### src/rtl/uart_line_ctrl_pkg.sv
// -----------------------------------------------------------------------------
// uart_line_ctrl_pkg
// Shared definitions for the line-buffered UART echo controller:
//   - state_t     : controller FSM states
//   - ASCII_CR/LF : line terminator bytes
//   - upcase()    : maps ASCII 'a'..'z' to 'A'..'Z', passes all else through
// -----------------------------------------------------------------------------
package uart_line_ctrl_pkg;

    typedef enum logic [2:0] {
        S_RX,   // waiting for a byte in the receive FIFO
        S_POP,  // pop strobe is high; decide whether the line is complete
        S_TX,   // replaying buffered bytes
        S_TXW,  // one-cycle gap after a data push
        S_CR,   // push carriage return
        S_CRW,  // gap after CR push
        S_LF,   // push line feed
        S_LFW   // gap after LF push; line finished
    } state_t;

    localparam logic [7:0] ASCII_CR = 8'h0D;
    localparam logic [7:0] ASCII_LF = 8'h0A;

    function automatic logic [7:0] upcase(input logic [7:0] c);
        if (c >= 8'h61 && c <= 8'h7A) begin
            return c - 8'h20;
        end
        return c;
    endfunction

endpackage

### src/rtl/uart_line_buf.sv
// -----------------------------------------------------------------------------
// uart_line_buf
// DEPTH x 8 line buffer: one synchronous write port, one asynchronous read
// port. Contents are never cleared; the controller only reads entries it has
// written in the current line.
//
// Ports:
//   clk    in   system clock
//   we     in   write enable
//   waddr  in   write address
//   wdata  in   write data
//   raddr  in   read address
//   rdata  out  read data (combinational from raddr)
// -----------------------------------------------------------------------------
module uart_line_buf #(
    parameter int DEPTH = 16,
    parameter int AW    = $clog2(DEPTH)
) (
    input  logic          clk,
    input  logic          we,
    input  logic [AW-1:0] waddr,
    input  logic [7:0]    wdata,
    input  logic [AW-1:0] raddr,
    output logic [7:0]    rdata
);

    logic [7:0] mem [0:DEPTH-1];

    always_ff @(posedge clk) begin
        if (we) begin
            mem[waddr] <= wdata;
        end
    end

    assign rdata = mem[raddr];

endmodule

### src/rtl/uart_line_ctrl.sv
// -----------------------------------------------------------------------------
// uart_line_ctrl
// Line-buffered echo controller in front of a UART core's FIFO interface.
// Drains the receive FIFO into a DEPTH-byte line buffer until a CR arrives or
// the buffer fills, then replays the line into the transmit FIFO followed by
// CR LF. Every pop/push strobe is a single cycle followed by at least one idle
// cycle, so the FIFO flags have time to update before the next decision.
//
// Build option:
//   UART_LINE_CTRL_UPCASE_EN  when defined, 'a'..'z' are sent as 'A'..'Z'
//                             (buffer and led keep the original byte).
//
// Ports:
//   clk       in   system clock, rising edge
//   reset     in   synchronous active-low reset
//   rx_empty  in   receive FIFO empty
//   r_data    in   receive FIFO head byte (valid when rx_empty==0)
//   tx_full   in   transmit FIFO full
//   rd_uart   out  one-cycle pop strobe to the receive FIFO
//   wr_uart   out  one-cycle push strobe to the transmit FIFO
//   w_data    out  byte pushed while wr_uart==1
//   led       out  last byte popped (CR included)
//   busy      out  high while the line is being transmitted
// -----------------------------------------------------------------------------
module uart_line_ctrl
    import uart_line_ctrl_pkg::*;
#(
    parameter int DEPTH = 16
) (
    input  logic       clk,
    input  logic       reset,
    input  logic       rx_empty,
    input  logic [7:0] r_data,
    input  logic       tx_full,
    output logic       rd_uart,
    output logic       wr_uart,
    output logic [7:0] w_data,
    output logic [7:0] led,
    output logic       busy
);

    localparam int AW = $clog2(DEPTH);
    // One extra bit so count can represent a completely full line (== DEPTH).
    localparam int CW = AW + 1;
    localparam logic [CW-1:0] DEPTH_C = CW'(DEPTH);

    state_t          state_reg,   state_next;
    logic [CW-1:0]   count_reg,   count_next;
    logic [CW-1:0]   rd_ptr_reg,  rd_ptr_next;
    logic [7:0]      byte_reg,    byte_next;
    logic            rd_uart_reg, rd_uart_next;
    logic            wr_uart_reg, wr_uart_next;
    logic [7:0]      w_data_reg,  w_data_next;
    logic [7:0]      led_reg,     led_next;
    logic            busy_reg,    busy_next;

    logic            buf_we;
    logic [7:0]      buf_rdata;
    logic [7:0]      tx_byte;
    logic [CW-1:0]   count_inc;

    // -------------------------------------------------------------------------
    // Line buffer
    // -------------------------------------------------------------------------
    uart_line_buf #(
        .DEPTH (DEPTH),
        .AW    (AW)
    ) u_buf (
        .clk   (clk),
        .we    (buf_we),
        .waddr (count_reg[AW-1:0]),
        .wdata (r_data),
        .raddr (rd_ptr_reg[AW-1:0]),
        .rdata (buf_rdata)
    );

`ifdef UART_LINE_CTRL_UPCASE_EN
    assign tx_byte = upcase(buf_rdata);
`else
    assign tx_byte = buf_rdata;
`endif

    assign count_inc = count_reg + CW'(1);

    // -------------------------------------------------------------------------
    // State and output registers
    // -------------------------------------------------------------------------
    always_ff @(posedge clk) begin
        if (!reset) begin
            state_reg   <= S_RX;
            count_reg   <= '0;
            rd_ptr_reg  <= '0;
            byte_reg    <= 8'h00;
            rd_uart_reg <= 1'b0;
            wr_uart_reg <= 1'b0;
            w_data_reg  <= 8'h00;
            led_reg     <= 8'h00;
            busy_reg    <= 1'b0;
        end else begin
            state_reg   <= state_next;
            count_reg   <= count_next;
            rd_ptr_reg  <= rd_ptr_next;
            byte_reg    <= byte_next;
            rd_uart_reg <= rd_uart_next;
            wr_uart_reg <= wr_uart_next;
            w_data_reg  <= w_data_next;
            led_reg     <= led_next;
            busy_reg    <= busy_next;
        end
    end

    // -------------------------------------------------------------------------
    // Next-state logic. Strobes default low so each is high for one cycle.
    // -------------------------------------------------------------------------
    always_comb begin
        state_next   = state_reg;
        count_next   = count_reg;
        rd_ptr_next  = rd_ptr_reg;
        byte_next    = byte_reg;
        rd_uart_next = 1'b0;
        wr_uart_next = 1'b0;
        w_data_next  = w_data_reg;
        led_next     = led_reg;
        busy_next    = busy_reg;
        buf_we       = 1'b0;

        case (state_reg)
            S_RX: begin
                if (!rx_empty) begin
                    led_next     = r_data;
                    byte_next    = r_data;
                    // The terminator itself is not stored in the line.
                    buf_we       = (r_data != ASCII_CR);
                    rd_uart_next = 1'b1;
                    state_next   = S_POP;
                end
            end

            S_POP: begin
                if (byte_reg == ASCII_CR) begin
                    rd_ptr_next = '0;
                    busy_next   = 1'b1;
                    state_next  = S_TX;
                end else begin
                    count_next = count_inc;
                    if (count_inc == DEPTH_C) begin
                        rd_ptr_next = '0;
                        busy_next   = 1'b1;
                        state_next  = S_TX;
                    end else begin
                        state_next = S_RX;
                    end
                end
            end

            S_TX: begin
                if (rd_ptr_reg == count_reg) begin
                    state_next = S_CR;
                end else if (!tx_full) begin
                    w_data_next  = tx_byte;
                    wr_uart_next = 1'b1;
                    rd_ptr_next  = rd_ptr_reg + CW'(1);
                    state_next   = S_TXW;
                end
            end

            S_TXW: begin
                state_next = S_TX;
            end

            S_CR: begin
                if (!tx_full) begin
                    w_data_next  = ASCII_CR;
                    wr_uart_next = 1'b1;
                    state_next   = S_CRW;
                end
            end

            S_CRW: begin
                state_next = S_LF;
            end

            S_LF: begin
                if (!tx_full) begin
                    w_data_next  = ASCII_LF;
                    wr_uart_next = 1'b1;
                    state_next   = S_LFW;
                end
            end

            S_LFW: begin
                count_next  = '0;
                rd_ptr_next = '0;
                busy_next   = 1'b0;
                state_next  = S_RX;
            end

            default: begin
                state_next = S_RX;
            end
        endcase
    end

    assign rd_uart = rd_uart_reg;
    assign wr_uart = wr_uart_reg;
    assign w_data  = w_data_reg;
    assign led     = led_reg;
    assign busy    = busy_reg;

endmodule

### config.mk
export PLATFORM = sky130hd
export DESIGN_NAME = uart_line_ctrl
export DESIGN_NICKNAME = d
export VERILOG_FILES = /design/src/rtl/uart_line_ctrl_pkg.sv /design/src/rtl/uart_line_buf.sv /design/src/rtl/uart_line_ctrl.sv
export SDC_FILE = /design/constraint.sdc
export NUM_CORES = 1
export LEC_CHECK = 0
export BUFFER_PORTS_ARGS = -buffer_cell sky130_fd_sc_hd__buf_2
export CELL_PAD_IN_SITES_DETAIL_PLACEMENT = 0
export CELL_PAD_IN_SITES_GLOBAL_PLACEMENT = 2
export CORE_AREA = 2 2 116 175
export DETAILED_ROUTE_END_ITERATION = 10
export DIE_AREA = 0 0 118 177
export GPL_TIMING_DRIVEN = 0
export PLACE_DENSITY_LB_ADDON = 0.08
export SYNTH_ARGS = -nofsm -noshare
export SYNTH_HDL_FRONTEND = slang
export SYNTH_SLANG_ARGS = --single-unit
### constraint.sdc
create_clock -name clk -period 2.4 [get_ports clk]
set_input_delay 0.24 -clock clk [delete_from_list [all_inputs] [get_ports clk]]
set_output_delay 0.24 -clock clk [all_outputs]
set_load 0.01 [all_outputs]
==> results of run 1 <==
-- cell families after synthesis --
| group | synth area share (%) |
|---|---|
| and+or+nand+nor | 8.65 |
| buffers and inverters | 2.19 |
| muxes | 10.7 |
| AOI/OAI and AO/OA | 8.07 |
| DFF | 68.3 |
| adders and majority gates | 0.936 |
| xor gates and xnor gates | 1.18 |
-- timing repair --
action	4_1_cts	5_1_grt
resized for setup	25	4
pin swaps	2	2
setup endpoints to repair	128	55
buffers inserted	4	2
-- path summary, 6_finish.rpt --
path,cells past startpoint,to,slack (ns)
worst max-delay path,3,u_buf.mem[13][1]$_DFFE_PP_,0.08
worst max register to register,3,u_buf.mem[13][1]$_DFFE_PP_,0.08
worst min-delay path,4,led[1]$_SDFFE_PN0P_,0.20
worst min register to register,1,w_data[7]$_SDFFE_PN0P_,0.49
-- critical path, stage by stage (launching register included) --
cell	delay, ns
dfxtp_1	0.36
clkbuf_1	0.64
nand2_1	0.39
nor2_2	0.56
-- power groups by stage --
stage          registers, uW  logic (uW)  clock network (uW)
6_report                3100         202                2750
5_1_grt                 3100         223                2910
4_1_cts                 3100         202                2810
3_5_place_dp            3160         189                   0
3_3_place_gp            3160         186                   0
2_1_floorplan           3170        88.7                   0
-- cells in the mapped netlist (5+ instances only) --
cell	count
clkbuf_1	8
o21ai_0	8
and2_1	7
nand4_1	5
nor2_1	30
a31oi_1	8
nand2_1	41
mux2i_1	25
ha_1	5
a22oi_1	9
mux4_2	19
edfxtp_1	128
a21oi_1	7
dfxtp_1	36
inv_1	6
xnor2_1	7
nand3_1	10
a21boi_0	8
nor3_1	7
-- through the flow --
| stage | cell area [um2] | power (uW) | TNS (ns) | util (%) |
|---|---|---|---|---|
| floorplan | 6690 | 3250 | 0 | - |
| global placement | 7160 | 3350 | -75.28 | 36.8 |
| detailed placement | 7180 | 3350 | -68.19 | 36.9 |
| CTS | 7890 | 6110 | 0 | 40.5 |
| global route | 7920 | 6240 | -2.88 | 40.7 |
| finish | 7920 | 6050 | 0 | 40.7 |
-- per-layer routing --
layer / track usage (%) / vias to the layer above / wire length [um]
li1: - / 1811 / -
met1: 19.7 / 2001 / 7060
met5: 0 / - / 0
met3: 3.16 / 14 / 362
met4: 5.42 / 0 / 238
met2: 31.6 / 52 / 9260
-- final cells by class --
class / count / area [um2]
inverter: 6 / 22.5
clock inverter: 14 / 165
fill: 1844 / 11600
sequential: 164 / 4560
buffer: 20 / 125
clock buffer: 17 / 425
multi-input combinational: 249 / 2090
tap: 260 / 325
timing repair buffer: 36 / 195
==> results.md, run 1 <==
- Critical Path End Type: flop
- ANT nets after route: 0
- Vias in the first global route: 4,050
- Initial Util: 34.3%
- DRC violation count after routing: 0
- Kind of critical path: reg2reg
- Worst Max-Slew Pin Slew: 1.14 ns
- Most common cell after layout, fill and taps aside: edfxtp_1
- Non-Filler Instances: 766
- Routability Congestion: 0.749
- Hold Buf Count CTS: 0
- Worst-path clk slew: 0.07 ns
- Post-synth EDFFs: 128
- Wire per inst: 22.1 um
- Chip width: 118 um
- Overall via count from detail_route: 3,878
- Area of the core: 19,500 um2
- Clock Tree Buf Depth: 2
- Seq/Total Area, Yosys: 68.3%
- Final WS setup: 0.0763 ns
- Final period util: 96.8%
- Insertion delay to the later sink of the worst-skew pair: 0.43 ns
- HP Class: in2reg
- Launch point of the critical path: count_reg[3]$_SDFFE_PN0P_
- Yosys top cell area share: 57.5%
- Final Skew: 0.0110 ns
- Final slew viol count: 0
- Outcome: finished, final reports clean
- Internal power: 4710 uW
- Largest net degree at the start of global routing: 19
- Initial antenna violation count: 0
- Mapped Cells: 439
- # rows: 63
- Port Buffers: 29
- Area growth from synthesis to layout: 18.4%
- Tot GR Track Use: 17.0%
- Worst Path Required: 2.46 ns
- NetSw: 1340 uW
- Drt first pass iters: 6
- Sequential share of power: 51.2%
- CTS sink count: 164
- DR vias/cell: 5.06
- Placed Cells: 729
- RSZ-0062 raised after global routing: true
- Power Dens Cells: 765 nW/um2
- Synth unique cells: 58
- Dominant cell type by area after synthesis: edfxtp_1
- Max Cap Violations: 0
- Setup Viol. Count Final: 0
- Headroom to the max-slew limit: 22.1%
- Largest cells by area after synthesis: edfxtp_1, dfxtp_1, mux4_2
- Diode count: 0
- Synthesized area: 6690 um2
- Max IR drop VDD: 449 uV
- First DRT Iteration DRCs: 272
- Synth async-reset ratio: 0%
- GRT overflow: 0
- Final Net Count: 511
- First-pass GRT wire length: 25.5 mm
- Die H: 177 um
- Final wirelength: 16.9 mm
- Pre-CTS WS: -0.613 ns
- Gate power share: 3.3%
- Sw frac: 22.2%
- CTS tree: built
- Syn. warnings: 0
- Top FF cell, synth: edfxtp_1
- Die ar.: 20,900 um2
- Critical path startpoint category: flop
- Htree depth: 4
- Critical hold path startpoint: rx_empty
- Largest register FFs: 128
- Fraction of layout cells with a size suffix above 1: 24.7%
- Critical path arrival: 2.38 ns
- Fin crit period: 2.32 ns
- Final hold violation count: 0
- TritonCTS Buffers: 17
- FMAX: 430 MHz
- FF-to-FF Start: count_reg[3]$_SDFFE_PN0P_
- DP Wirelength: 11.9 mm
- Clock power share: 45.4%
- Total I/O pin count: 31
- Register bit count reported by yosys: 164
- Leakage: 0.00256 uW
- Maximum fanout along the worst path: 10
- Most frequent cells in the layout: edfxtp_1, nand2_1, dfxtp_1, buf_2, mux2i_1
- Synthesized Nets: 456
- Clock root buffer: clkbuf_16
- Final hold slack: 0.201 ns
- Syn Area/Cell: 15.2 um2
Note: power is estimated with default switching activity, not from simulation.
==> inputs of run 2 (changes only) <==
--- a/config.mk
+++ b/config.mk
@@ -8,9 +8,9 @@
 export BUFFER_PORTS_ARGS = -buffer_cell sky130_fd_sc_hd__buf_2
 export CELL_PAD_IN_SITES_DETAIL_PLACEMENT = 0
 export CELL_PAD_IN_SITES_GLOBAL_PLACEMENT = 2
-export CORE_AREA = 2 2 116 175
+export CORE_AREA = 2 2 103 155
 export DETAILED_ROUTE_END_ITERATION = 10
-export DIE_AREA = 0 0 118 177
+export DIE_AREA = 0 0 105 157
 export GPL_TIMING_DRIVEN = 0
 export PLACE_DENSITY_LB_ADDON = 0.08
 export SYNTH_ARGS = -nofsm -noshare
==> run 2 against run 1 <==
Compared with the run above:
- sequential power hardly changed
- total power is 0.34% higher
- count of clock-buffer cells in the layout rose by 2
==> results.md, run 2 (synthesized netlist as in run 1, its figures left out) <==
- Outcome: finished, final reports clean
- Overall via count from detail_route: 3,896
- RSZ-0062 raised after global routing: false
- Sw frac: 20.9%
- Critical Path End Type: flop
- DRC violation count after routing: 0
- Clock root buffer: clkbuf_16
- Fin crit period: 2.21 ns
- First DRT Iteration DRCs: 188
- CTS tree: built
- TritonCTS Buffers: 17
- Fraction of layout cells with a size suffix above 1: 24.6%
- Largest net degree at the start of global routing: 19
- Port Buffers: 29
- Final Net Count: 513
- Critical path arrival: 2.36 ns
- Initial Util: 44.6%
- Diode count: 0
- Fillers: 1,339
- Most common cell after layout, fill and taps aside: edfxtp_1
- Htree depth: 4
- Chip width: 105 um
- Maximum fanout along the worst path: 10
- Power Dens Cells: 765 nW/um2
- DP Wirelength: 10.9 mm
- Area after DPL: 7100 um2
- Overall Power: 6070 uW
- Final hold violation count: 0
- Pre-CTS WS: -0.499 ns
- Gate power share: 3.3%
- Critical path startpoint category: flop
- FMAX: 452 MHz
- TNS Setup: 0 ns
- DR vias/cell: 5.50
- Worst-path clk slew: 0.06 ns
- Hold Buf Count CTS: 0
- Design area: 7940 um2
- Final WS setup: 0.187 ns
- HP Class: in2reg
- Area growth from synthesis to layout: 18.8%
- Worst Max-Slew Pin Slew: 0.876 ns
- Largest register FFs: 128
- ANT nets after route: 0
- First-pass GRT wire length: 24.1 mm
- Leakage: 0.00258 uW
- Clock power share: 45.6%
- Sequential share of power: 51.1%
- Die ar.: 16,500 um2
- Routability Congestion: 0.747
- Setup slack, reg-to-reg: 0.19 ns
- Max IR drop VDD: 533 uV
- Initial antenna violation count: 0
- # rows: 55
- CTS sink count: 164
- Tot GR Track Use: 20.4%
- Final slew viol count: 0
- Headroom to the max-slew limit: 41.1%
- Max Cap Violations: 0
- GRT overflow: 0
- Fin util: 52.9%
- Final period util: 92.2%
- Worst Path Required: 2.54 ns
- Total I/O pin count: 31
- Clock Tree Buf Depth: 2
- Kind of critical path: reg2reg
- Internal power: 4810 uW
- Setup Viol. Count Final: 0
- Vias in the first global route: 4,008
- NetSw: 1270 uW
- Wire per inst: 22.1 um
- Final wirelength: 15.6 mm
- Final Skew: 0.00537 ns
- Die H: 157 um
- Most frequent cells in the layout: edfxtp_1, nand2_1, dfxtp_1, buf_2, mux2i_1
- Insertion delay to the later sink of the worst-skew pair: 0.43 ns
- Area of the core: 15,000 um2
- Drt first pass iters: 5
==> run 2: changes by cell type in the layout (fill, tap and decap cells not counted), sizes merged <==
cell / delta
bufinv: +1
buf: +2
inv: -3
clkbuf: +2
clkinvlp: +1
==> run 2: through the flow <==
step                hold WS [ns]  std cells
detailed placement         0.459        667
floorplan                  0.339        439
CTS                        0.179        708
finish                     0.187        708
global placement           0.456        667
global route               0.213        708
==> run 2: cell type report <==
class	instances	area (um2)	share of cell area [%]
Tap cell	199	249	3.14
Clock inverter	13	174	2.19
Timing Repair Buffer	38	250	3.15
Clock buffer	19	433	5.45
Inverter	6	22.5	0.284
Sequential cell	164	4560	57.5
Buffer	20	124	1.56
Multi-Input combinational cell	249	2120	26.7
==> run 2: repair_timing <==
action                                  CTS  global route
resized for setup                        30             3
setup buffers                             9             0
endpoints found under the setup margin  128            82
pin swaps                                 6             0
==> run 2: worst max-delay path, stage by stage, from the launching register on <==
cell and delay (ns):
dfxtp_1 0.31, buf_2 0.18, nor2_2 0.24, nand2_2 0.19, a21oi_2 0.25, nand2_1 0.30
nor3_4 0.29, buf_12 0.17
==> run 2: per-layer routing <==
layer | track usage [%] | vias up | share of wire [%]
li1 | - | 1824 | -
met1 | 24.0 | 1960 | 40
met2 | 36.4 | 83 | 53
met3 | 3.81 | 29 | 3.2
met4 | 9.14 | 0 | 3.0
met5 | 0 | - | 0
==> run 2: worst paths after layout <==
path,depth (start not counted),to,from
min reg2reg,1,w_data[6]$_SDFFE_PN0P_,w_data[6]$_SDFFE_PN0P_
min,4,led[0]$_SDFFE_PN0P_,rx_empty
max reg2reg,7,u_buf.mem[3][1]$_DFFE_PP_,state_reg[0]$_SDFFE_PN0P_
max,7,u_buf.mem[3][1]$_DFFE_PP_,state_reg[0]$_SDFFE_PN0P_
==> run 2: power by group through the flow <==
stage	Sequential, uW	Clock, uW	Combinational (uW)
final	3100	2770	201
after floorplan	3170	0	88.7
after detailed placement	3160	0	186
after CTS	3100	2820	203
after global placement	3160	0	180
after global routing	3110	2930	221
==> inputs of run 3 (changes only) <==
--- a/config.mk
+++ b/config.mk
@@ -12,7 +12,7 @@
 export DETAILED_ROUTE_END_ITERATION = 10
 export DIE_AREA = 0 0 105 157
 export GPL_TIMING_DRIVEN = 0
-export PLACE_DENSITY_LB_ADDON = 0.08
+export PLACE_DENSITY = 0.77
 export SYNTH_ARGS = -nofsm -noshare
 export SYNTH_HDL_FRONTEND = slang
 export SYNTH_SLANG_ARGS = --single-unit
==> run 3 against run 2 <==
Compared with the run above:
- via count rose by 1.0%
- sequential share of layout area rose by 0.76 points
- critical path type unchanged
- largest cell class unchanged
- combinational power fell by 4%
- highest routed layer unchanged
- critical endpoint is now u_buf.mem[8][4]$_DFFE_PP_
- wire length fell by 2.0%
- worst hold slack improved by 0.016 ns
- first-iteration DRC count rose by 27%
==> results.md, run 3 (synthesized netlist as in run 1, its figures left out) <==
- Outcome: finished, final reports clean
- Critical path arrival: 2.35 ns
- Largest register FFs: 128
- Maximum fanout along the worst path: 10
- Design area: 7840 um2
- Die H: 157 um
- Port Buffers: 29
- Clock root buffer: clkbuf_16
- Worst Path Required: 2.46 ns
- Clock Tree Buf Depth: 2
- DP Wirelength: 10.7 mm
- Htree depth: 4
- Fraction of layout cells with a size suffix above 1: 24.4%
- Max Cap Violations: 0
- Initial Util: 44.6%
- Setup slack, reg-to-reg: 0.10 ns
- Final Net Count: 509
- Overall Power: 5980 uW
- Critical path startpoint category: flop
- Diode count: 0
- Area growth from synthesis to layout: 17.2%
- Area of the core: 15,000 um2
- Insertion delay to the later sink of the worst-skew pair: 0.43 ns
- DR vias/cell: 5.59
- Setup Viol. Count Final: 0
- Final hold slack: 0.203 ns
- Largest net degree at the start of global routing: 19
- CTS sink count: 164
- Final slew viol count: 0
- Fin crit period: 2.30 ns
- Most common cell after layout, fill and taps aside: edfxtp_1
- Vias in the first global route: 4,013
- Final Skew: 0.0139 ns
- Final wirelength: 15.3 mm
- ANT nets after route: 0
- Routability Congestion: 0.812
- Fillers: 1,311
- Register area: 4560 um2
- Wire per inst: 21.8 um
- Final period util: 95.7%
- Critical Path End Type: flop
- Fin util: 52.2%
- CTS tree: built
- First DRT Iteration DRCs: 239
- Die ar.: 16,500 um2
- Tot GR Track Use: 19.6%
- FMAX: 435 MHz
- Initial antenna violation count: 0
- Area after DPL: 7110 um2
- TritonCTS Buffers: 17
- Headroom to the max-slew limit: 38.3%
- Leakage: 0.00254 uW
- Power Dens Cells: 764 nW/um2
- Final hold violation count: 0
- Worst-path clk slew: 0.07 ns
- # rows: 55
- Pre-CTS WS: -0.372 ns
- First-pass GRT wire length: 23.6 mm
- Kind of critical path: reg2reg
- Footprint of the multi-input gates: 2100 um2
- RSZ-0062 raised after global routing: true
- Max IR drop VDD: 470 uV
- Most frequent cells in the layout: edfxtp_1, nand2_1, dfxtp_1, buf_2, mux2i_1
- GRT overflow: 0
- Overall via count from detail_route: 3,935
- Worst Max-Slew Pin Slew: 0.918 ns
- Chip width: 105 um
- Total I/O pin count: 31
- Final WS setup: 0.102 ns
- HP Class: in2reg
- Drt first pass iters: 4
- DRC violation count after routing: 0
## run 3: what timing repair did
item                       CTS  global route
setup endpoints to repair  128           110
setup buffers                0             1
hold buffers                 0             0
pin swaps                    0             0
resized for setup           22            10
## run 3: worst paths after layout
path                              from                        end  depth (start not counted)
max          state_reg[0]$_SDFFE_PN0P_  u_buf.mem[8][4]$_DFFE_PP_                          6
min                           rx_empty        led[3]$_SDFFE_PN0P_                          4
max reg2reg  state_reg[0]$_SDFFE_PN0P_  u_buf.mem[8][4]$_DFFE_PP_                          6
min reg2reg     w_data[7]$_SDFFE_PN0P_     w_data[7]$_SDFFE_PN0P_                          1
## run 3: report_power, final
part / internal, uW / switching, uW
clock: 1470 / 1220
combinational: 61.3 / 132
sequential: 3090 / 16.3
total: 4620 / 1360
## run 3: cell type report
type | count | share of cell area (%)
plain buffers | 20 | 1.58
multi-input cells | 249 | 26.8
clock inverters | 15 | 2.17
clock buffers | 17 | 5.43
well taps | 199 | 3.18
repair buffers | 34 | 2.33
inverters | 6 | 0.287
flip-flops and latches | 164 | 58.3
## run 3: worst max-delay path, stage by stage (launching register included)
cell and delay, ns:
dfxtp_1 0.31, buf_2 0.18, nor2_2 0.23, nand2_2 0.19, a21oi_2 0.26, nand2_1 0.24, nor2_2 0.52
## run 3: metrics by stage
stage,setup TNS (ns),instances
2_1_floorplan,0,439
3_3_place_gp,-53.71,667
3_5_place_dp,-37.32,671
4_1_cts,0,703
5_1_grt,-1.99,704
6_report,0,704
## run 3: routing by layer
layer | share of wire (%) | track usage (%) | wire length [um] | vias to the layer above
li1 | - | - | - | 1818
met1 | 41 | 22.9 | 6220 | 1966
met4 | 3.0 | 8.06 | 467 | 0
met5 | 0 | 0 | 0 | -
met3 | 2.7 | 3.23 | 418 | 35
met2 | 54 | 35.7 | 8220 | 116
